`config.mk`:
```
export PLATFORM = sky130hd
export DESIGN_NAME = nanov_periph_hub
export DESIGN_NICKNAME = d
export VERILOG_FILES = /design/src/rtl/nanov_periph_hub.sv
export SDC_FILE = /design/constraint.sdc
export NUM_CORES = 1
export LEC_CHECK = 0
export ABC_CLOCK_PERIOD_IN_PS = 3600
export BUFFER_PORTS_ARGS = -buffer_cell sky130_fd_sc_hd__buf_2
export CAP_MARGIN = 20
export CORE_ASPECT_RATIO = 1.4
export CORE_MARGIN = 8
export CORE_UTILIZATION = 35
export CTS_BUF_LIST = sky130_fd_sc_hd__clkbuf_4
export CTS_CLUSTER_DIAMETER = 50
export DETAILED_ROUTE_END_ITERATION = 12
export GPL_ROUTABILITY_DRIVEN = 0
export PLACE_DENSITY = 0.51
export SLEW_MARGIN = 20
export SYNTH_ARGS = -nofsm -noshare
export SYNTH_HDL_FRONTEND = slang
export SYNTH_SLANG_ARGS = --single-unit
```
`constraint.sdc`:
```
create_clock -name clk -period 3.6 [get_ports clk]
set_input_delay 0.72 -clock clk [delete_from_list [all_inputs] [get_ports clk]]
set_output_delay 0.72 -clock clk [all_outputs]
set_load 0.01 [all_outputs]
```
`src/rtl/nanov_periph_hub.sv`:
```
// nanov_periph_hub: memory-mapped GPIO, 8N1 UART with FIFOs, status flags and cycle timer for nanoV
module nanov_periph_hub #(
  parameter logic [31:0] BASE_ADDR = 32'h1000_0000,
  parameter int GPIO_W = 8,
  parameter int CLK_HZ = 12_000_000,
  parameter int BIT_RATE = 115_200,
  parameter int TX_DEPTH = 4,
  parameter int RX_DEPTH = 4,
  parameter bit REVERSE_WDATA = 1'b1
) (
  input  logic              clk,
  input  logic              rst,
  input  logic              addr_strobe,
  input  logic              data_strobe,
  input  logic              data_rd,
  input  logic [31:0]       wdata,
  output logic [31:0]       rdata,
  input  logic [GPIO_W-1:0] gpio_in,
  output logic [GPIO_W-1:0] gpio_out,
  output logic              uart_txd,
  input  logic              uart_rxd,
  output logic              irq
);
  localparam int DIV = CLK_HZ / BIT_RATE;
  localparam int CW = $clog2(DIV + 1);
  localparam logic [CW-1:0] DIV_M1 = CW'(DIV - 1);
  localparam logic [CW-1:0] HALF_M1 = CW'(DIV / 2 - 1);
  localparam int TAW = $clog2(TX_DEPTH);
  localparam int RAW = $clog2(RX_DEPTH);
  typedef enum logic [1:0] {IDLE, START, DATA, STOP} uart_st_t;
  logic [31:0] d;
  logic sel_gpio, sel_udata, sel_ustat, sel_timer;
  logic [31:0] timer;
  logic overrun, frame_err;
  always_comb begin
    d = '0;
    for (int i = 0; i < 32; i++) d[i] = REVERSE_WDATA ? wdata[31-i] : wdata[i];
  end
  // Address compare uses raw wdata; only store data is reversed.
  always_ff @(posedge clk) begin
    if (rst) begin
      sel_gpio <= 1'b0;
      sel_udata <= 1'b0;
      sel_ustat <= 1'b0;
      sel_timer <= 1'b0;
    end else if (addr_strobe) begin
      sel_gpio <= wdata == BASE_ADDR;
      sel_udata <= wdata == BASE_ADDR + 32'h1000;
      sel_ustat <= wdata == BASE_ADDR + 32'h1004;
      sel_timer <= wdata == BASE_ADDR + 32'h2000;
    end
  end
  always_ff @(posedge clk) begin
    if (rst) gpio_out <= '0;
    else if (data_strobe && sel_gpio) gpio_out <= d[GPIO_W-1:0];
  end
  always_ff @(posedge clk) begin
    if (rst) timer <= '0;
    else if (data_strobe && sel_timer) timer <= d;
    else timer <= timer + 32'd1;
  end
  uart_st_t tx_st;
  logic [CW-1:0] tx_baud;
  logic [2:0] tx_bit;
  logic [7:0] tx_sh;
  logic [7:0] tx_mem [TX_DEPTH];
  logic [TAW-1:0] tx_wp, tx_rp;
  logic [TAW:0] tx_cnt;
  logic tx_full, tx_empty, tx_push, tx_pop, tx_idle;
  assign tx_full = tx_cnt == (TAW+1)'(TX_DEPTH);
  assign tx_empty = tx_cnt == '0;
  // Popping at the end of a stop bit lets the next frame follow with no idle gap.
  assign tx_pop = !tx_empty && (tx_st == IDLE || (tx_st == STOP && tx_baud == DIV_M1));
  assign tx_push = data_strobe && sel_udata && (!tx_full || tx_pop);
  assign tx_idle = tx_st == IDLE && tx_empty;
  always_ff @(posedge clk) begin
    if (rst) begin
      tx_wp <= '0;
      tx_rp <= '0;
      tx_cnt <= '0;
    end else begin
      tx_wp <= tx_wp + TAW'(tx_push);
      tx_rp <= tx_rp + TAW'(tx_pop);
      tx_cnt <= tx_cnt + (TAW+1)'(tx_push) - (TAW+1)'(tx_pop);
    end
  end
  always_ff @(posedge clk) if (tx_push) tx_mem[tx_wp] <= d[7:0];
  always_ff @(posedge clk) begin
    if (rst) begin
      tx_st <= IDLE;
      tx_baud <= '0;
      tx_bit <= '0;
      tx_sh <= '0;
      uart_txd <= 1'b1;
    end else if (tx_pop) begin
      tx_st <= START;
      tx_baud <= '0;
      tx_sh <= tx_mem[tx_rp];
      uart_txd <= 1'b0;
    end else if (tx_st != IDLE) begin
      if (tx_baud != DIV_M1) tx_baud <= tx_baud + CW'(1);
      else begin
        tx_baud <= '0;
        case (tx_st)
          START: begin
            tx_st <= DATA;
            tx_bit <= '0;
            uart_txd <= tx_sh[0];
            tx_sh <= tx_sh >> 1;
          end
          DATA: begin
            if (tx_bit == 3'd7) begin
              tx_st <= STOP;
              uart_txd <= 1'b1;
            end else begin
              tx_bit <= tx_bit + 3'd1;
              uart_txd <= tx_sh[0];
              tx_sh <= tx_sh >> 1;
            end
          end
          default: begin
            tx_st <= IDLE;
            uart_txd <= 1'b1;
          end
        endcase
      end
    end
  end
  uart_st_t rx_st;
  logic [CW-1:0] rx_baud;
  logic [2:0] rx_bit;
  logic [7:0] rx_sh;
  logic [2:0] rx_sync;
  logic [7:0] rx_mem [RX_DEPTH];
  logic [RAW-1:0] rx_wp, rx_rp;
  logic [RAW:0] rx_cnt;
  logic rxs, rx_fall, rx_done, rx_ev, rx_full, rx_empty, rx_push, rx_pop, st_clr;
  // rx_sync[1] is the synchronised line; rx_sync[2] is its previous value for edge detect.
  assign rxs = rx_sync[1];
  assign rx_fall = rx_sync[2] && !rx_sync[1];
  assign rx_done = rx_st == STOP && rx_baud == DIV_M1;
  assign rx_ev = rx_done && rxs;
  assign rx_full = rx_cnt == (RAW+1)'(RX_DEPTH);
  assign rx_empty = rx_cnt == '0;
  assign rx_pop = data_rd && sel_udata && !rx_empty;
  assign rx_push = rx_ev && (!rx_full || rx_pop);
  assign st_clr = data_rd && sel_ustat;
  always_ff @(posedge clk) begin
    if (rst) rx_sync <= 3'b111;
    else rx_sync <= {rx_sync[1:0], uart_rxd};
  end
  always_ff @(posedge clk) begin
    if (rst) begin
      rx_st <= IDLE;
      rx_baud <= '0;
      rx_bit <= '0;
      rx_sh <= '0;
    end else begin
      case (rx_st)
        IDLE: if (rx_fall) begin
          rx_st <= START;
          rx_baud <= '0;
        end
        START: begin
          if (rx_baud != HALF_M1) rx_baud <= rx_baud + CW'(1);
          else begin
            rx_baud <= '0;
            rx_bit <= '0;
            rx_st <= rxs ? IDLE : DATA;
          end
        end
        DATA: begin
          if (rx_baud != DIV_M1) rx_baud <= rx_baud + CW'(1);
          else begin
            rx_baud <= '0;
            rx_sh <= {rxs, rx_sh[7:1]};
            rx_bit <= rx_bit + 3'd1;
            rx_st <= rx_bit == 3'd7 ? STOP : DATA;
          end
        end
        default: begin
          if (rx_baud != DIV_M1) rx_baud <= rx_baud + CW'(1);
          else begin
            rx_baud <= '0;
            rx_st <= IDLE;
          end
        end
      endcase
    end
  end
  always_ff @(posedge clk) begin
    if (rst) begin
      rx_wp <= '0;
      rx_rp <= '0;
      rx_cnt <= '0;
    end else begin
      rx_wp <= rx_wp + RAW'(rx_push);
      rx_rp <= rx_rp + RAW'(rx_pop);
      rx_cnt <= rx_cnt + (RAW+1)'(rx_push) - (RAW+1)'(rx_pop);
    end
  end
  always_ff @(posedge clk) if (rx_push) rx_mem[rx_wp] <= rx_sh;
  // A new error event outranks a status-read clear in the same cycle.
  always_ff @(posedge clk) begin
    if (rst) begin
      overrun <= 1'b0;
      frame_err <= 1'b0;
    end else begin
      overrun <= (rx_ev && !rx_push) || (overrun && !st_clr);
      frame_err <= (rx_done && !rxs) || (frame_err && !st_clr);
    end
  end
  always_comb begin
    rdata = sel_gpio ? 32'(gpio_in) :
            sel_udata ? {24'b0, rx_empty ? 8'h00 : rx_mem[rx_rp]} :
            sel_ustat ? {27'b0, frame_err, overrun, tx_idle, !rx_empty, tx_full} :
            sel_timer ? timer : 32'h0;
  end
  assign irq = !rx_empty || overrun || frame_err;
endmodule

```
==> flow_summary.ini <==
[status]
status = complete, no violations

[clock_tree]
clockBufferDepth = 2
cts_tree = built
root_buffer = clkbuf_4
clock_latency_ns = 0.59
ctsResizeCount = 0
postCtsSetupBuffers = 0
clk_pin_slew_worst_paths_ns = 0.15
holdBufCountCts = 0
cts_buffers = 17
cts_sinks = 168
htree_levels = 4

[yosys]
syn_area_um2 = 7770
synthMuxAreaShare_pct = 7.35
syn_nets = 804
syn_avg_cell_area_um2 = 10.5
synth_top_area_share_pct = 26.8
synth-adder-area-share_pct = 3.57
ys_seq_area_share_pct = 51.5
synth_cell_types = 65
yosys_warnings = 0
synthSimpleGateAreaFrac_pct = 20.2
synth_top_family_by_area = simple AND/OR/NAND/NOR gates
synthXorXnorAreaFrac_pct = 5.07
synth-seq-cells = 168
synth_edf_count = 64
yosys.area.top_type = dfxtp_1
async_flop_share_pct = 0
synth_compound_area_share_pct = 9.35
yosys-top-cells-area = dfxtp_1 (27%), edfxtp_1 (25%), mux4_2 (4.6%)
syn_inst = 737
synth_top_flop_cell = dfxtp_1

[timing]
skew_ns = 0.0273
slew_headroom_pct = 46.3
final.setup.tns_ns = 0
rsz0062_at_grt = no
tightest_slew_ns = 0.804
hold_viol = 0
min_period_over_period_pct = 91.2
layout_setup_ws_ns = 0.315
timing.fmax_mhz = 304
finalMaxSlewViolations = 0
fin_crit_ns = 3.28
setup_viol = 0

[detailed_routing]
drc = 0
vias = 5649
ant_nets = 0
drt_iter0_drc = 257
routed_wl_um = 18600
post_drt_wl_per_cell_um = 16.5
drt_first_pass_iters = 4
avgViaCountPerCell = 5.00

[grt]
grt_pass1_wl_um = 30300
grt_max_degree = 64
grt_pass1_vias = 5884
antenna_found_initial = 4
grt_overflow = 0
grt_usage_pct = 14.3

[critical_path]
end_kind = primary output
crit_fanout = 24
worstPathRequired_ns = 2.88
worstSetupPathType = register to primary output
critPathLaunchType = register
cp.arrival_ns = 2.56

[floorplanning]
die-area_um2 = 27300
die_height_um = 192
rows = 64
core_area_um2 = 21900
die_width_um = 142
ioPinCount = 88
start_util_pct = 35.6

[cells_and_area]
num-nets-final = 882
syn2layout_area_growth_pct = 13.1
drive_gt1_share_pct = 19.7
fin_area_um2 = 8790

[power_and_ir_drop]
peakVddDrop_mv = 0.173
power_density_nw_per_um2 = 421
p_leak_nw = 3.21

[flow_run]
drv_cap = 0

[placed_design]
pre_cts_ws_ns = 0.401
port_buffers = 87
place_hpwl_um = 13700
place_area_um2 = 8510

[min_path]
hold_class = primary input to register
==> cells in the final DEF (no fill, tap or decap), drive strengths merged, types with 15 or more instances in the layout <==
master	instances
dfxtp	104
buf	96
nor2	86
edfxtp	64
nand2	53
a211oi	38
nand3	31
and2	29
inv	28
a21oi	27
xor2	23
xnor2	22
mux2i	20
ha	19
nor3	19
clkbuf	17
mux4	16
nand4	15
==> path summary, 6_finish.rpt <==
check,from,endpoint,slack (ns),cells after the start
worst max register to register,tx_st[0],tx_cnt[2],0.42,12
worst min register to register,rx_sync[0],rx_sync[1],0.43,1
worst min-delay path,uart_rxd,rx_sync[0],0.34,2
worst max-delay path,sel_timer,rdata[27],0.32,6
==> state kept, by name, summed over array words and instances (netlist names), 3 cells and up <==
signal,count
gpio_out,8
rx_baud,7
rx_bit,3
rx_cnt,3
rx_mem,32
rx_sh,8
rx_sync,3
timer,32
tx_baud,7
tx_bit,3
tx_cnt,3
tx_mem,32
tx_sh,8
==> Yosys cell counts (all sizes together) (2+ instances only) <==
cell	number
edfxtp	64
clkbuf	30
and2b	2
nor3b	3
a22o	2
or3	7
nand2	53
nor2	86
xnor2	22
nand2b	6
inv	22
and2	29
xor2	23
nor4b	2
fa	2
mux2i	20
and3	9
nor2b	13
dfxtp	104
nand4	15
a22oi	7
nand3	31
a32oi	3
or2	8
o21ai	12
nand3b	3
ha	19
a32o	2
a311oi	3
nor4	10
a21oi	27
mux4	16
nor3	19
a31o	2
a211oi	38
buf	7
==> through the flow <==
stage | util, % | total power [mW] | hold slack (ns) | cells
floorplan | - | 2.57 | 0.389 | 737
global placement | 38.9 | 2.69 | 0.405 | 1093
detailed placement | 38.9 | 2.71 | 0.411 | 1093
CTS | 40.2 | 3.77 | 0.274 | 1125
global route | 40.2 | 3.91 | 0.274 | 1127
finish | 40.2 | 3.71 | 0.340 | 1129
==> power by group <==
part	switching, mW	internal, mW	leakage (nW)
Clock	0.747	0.300	0.138
Combinational	0.275	0.248	1.65
Sequential	0.0920	2.04	1.43
==> kinds of logic (layout without fill, tap and decap cells) <==
logic type	Yosys count	in the layout
and+or+nand+nor	301	301
DFF	168	168
AOI/OAI and AO/OA	106	106
buffers and inverters	59	150
xor gates and xnor gates	45	45
muxes	37	37
adders and majority gates	21	21
other	0	4
==> worst max-delay path, cell delays in order (launching register included) <==
cell and delay [ns]:
dfxtp_1 0.45, nor2b_1 0.16, buf_4 0.16, and2b_1 0.21, and2b_1 0.62, and2_1 0.25
buf_2 0.14
==> metal layers <==
layer | up-vias | wire length, um | track usage [%]
met3 | 25 | 667 | 3.22
met1 | 2717 | 7710 | 15.5
met2 | 86 | 9870 | 26.5
li1 | 2819 | - | -
met4 | 2 | 373 | 5.84
met5 | - | 13 | 0
==> cell type report <==
cell class,instances,area (um^2)
Tap cell,297,372
Timing Repair Buffer,96,503
Fill cell,2131,13100
Clock buffer,17,128
Sequential cell,168,4000
Multi-Input combinational cell,510,3550
Antenna cell,4,10.0
Clock inverter,15,141
Inverter,22,82.6
Note: power is estimated with default switching activity, not from simulation.
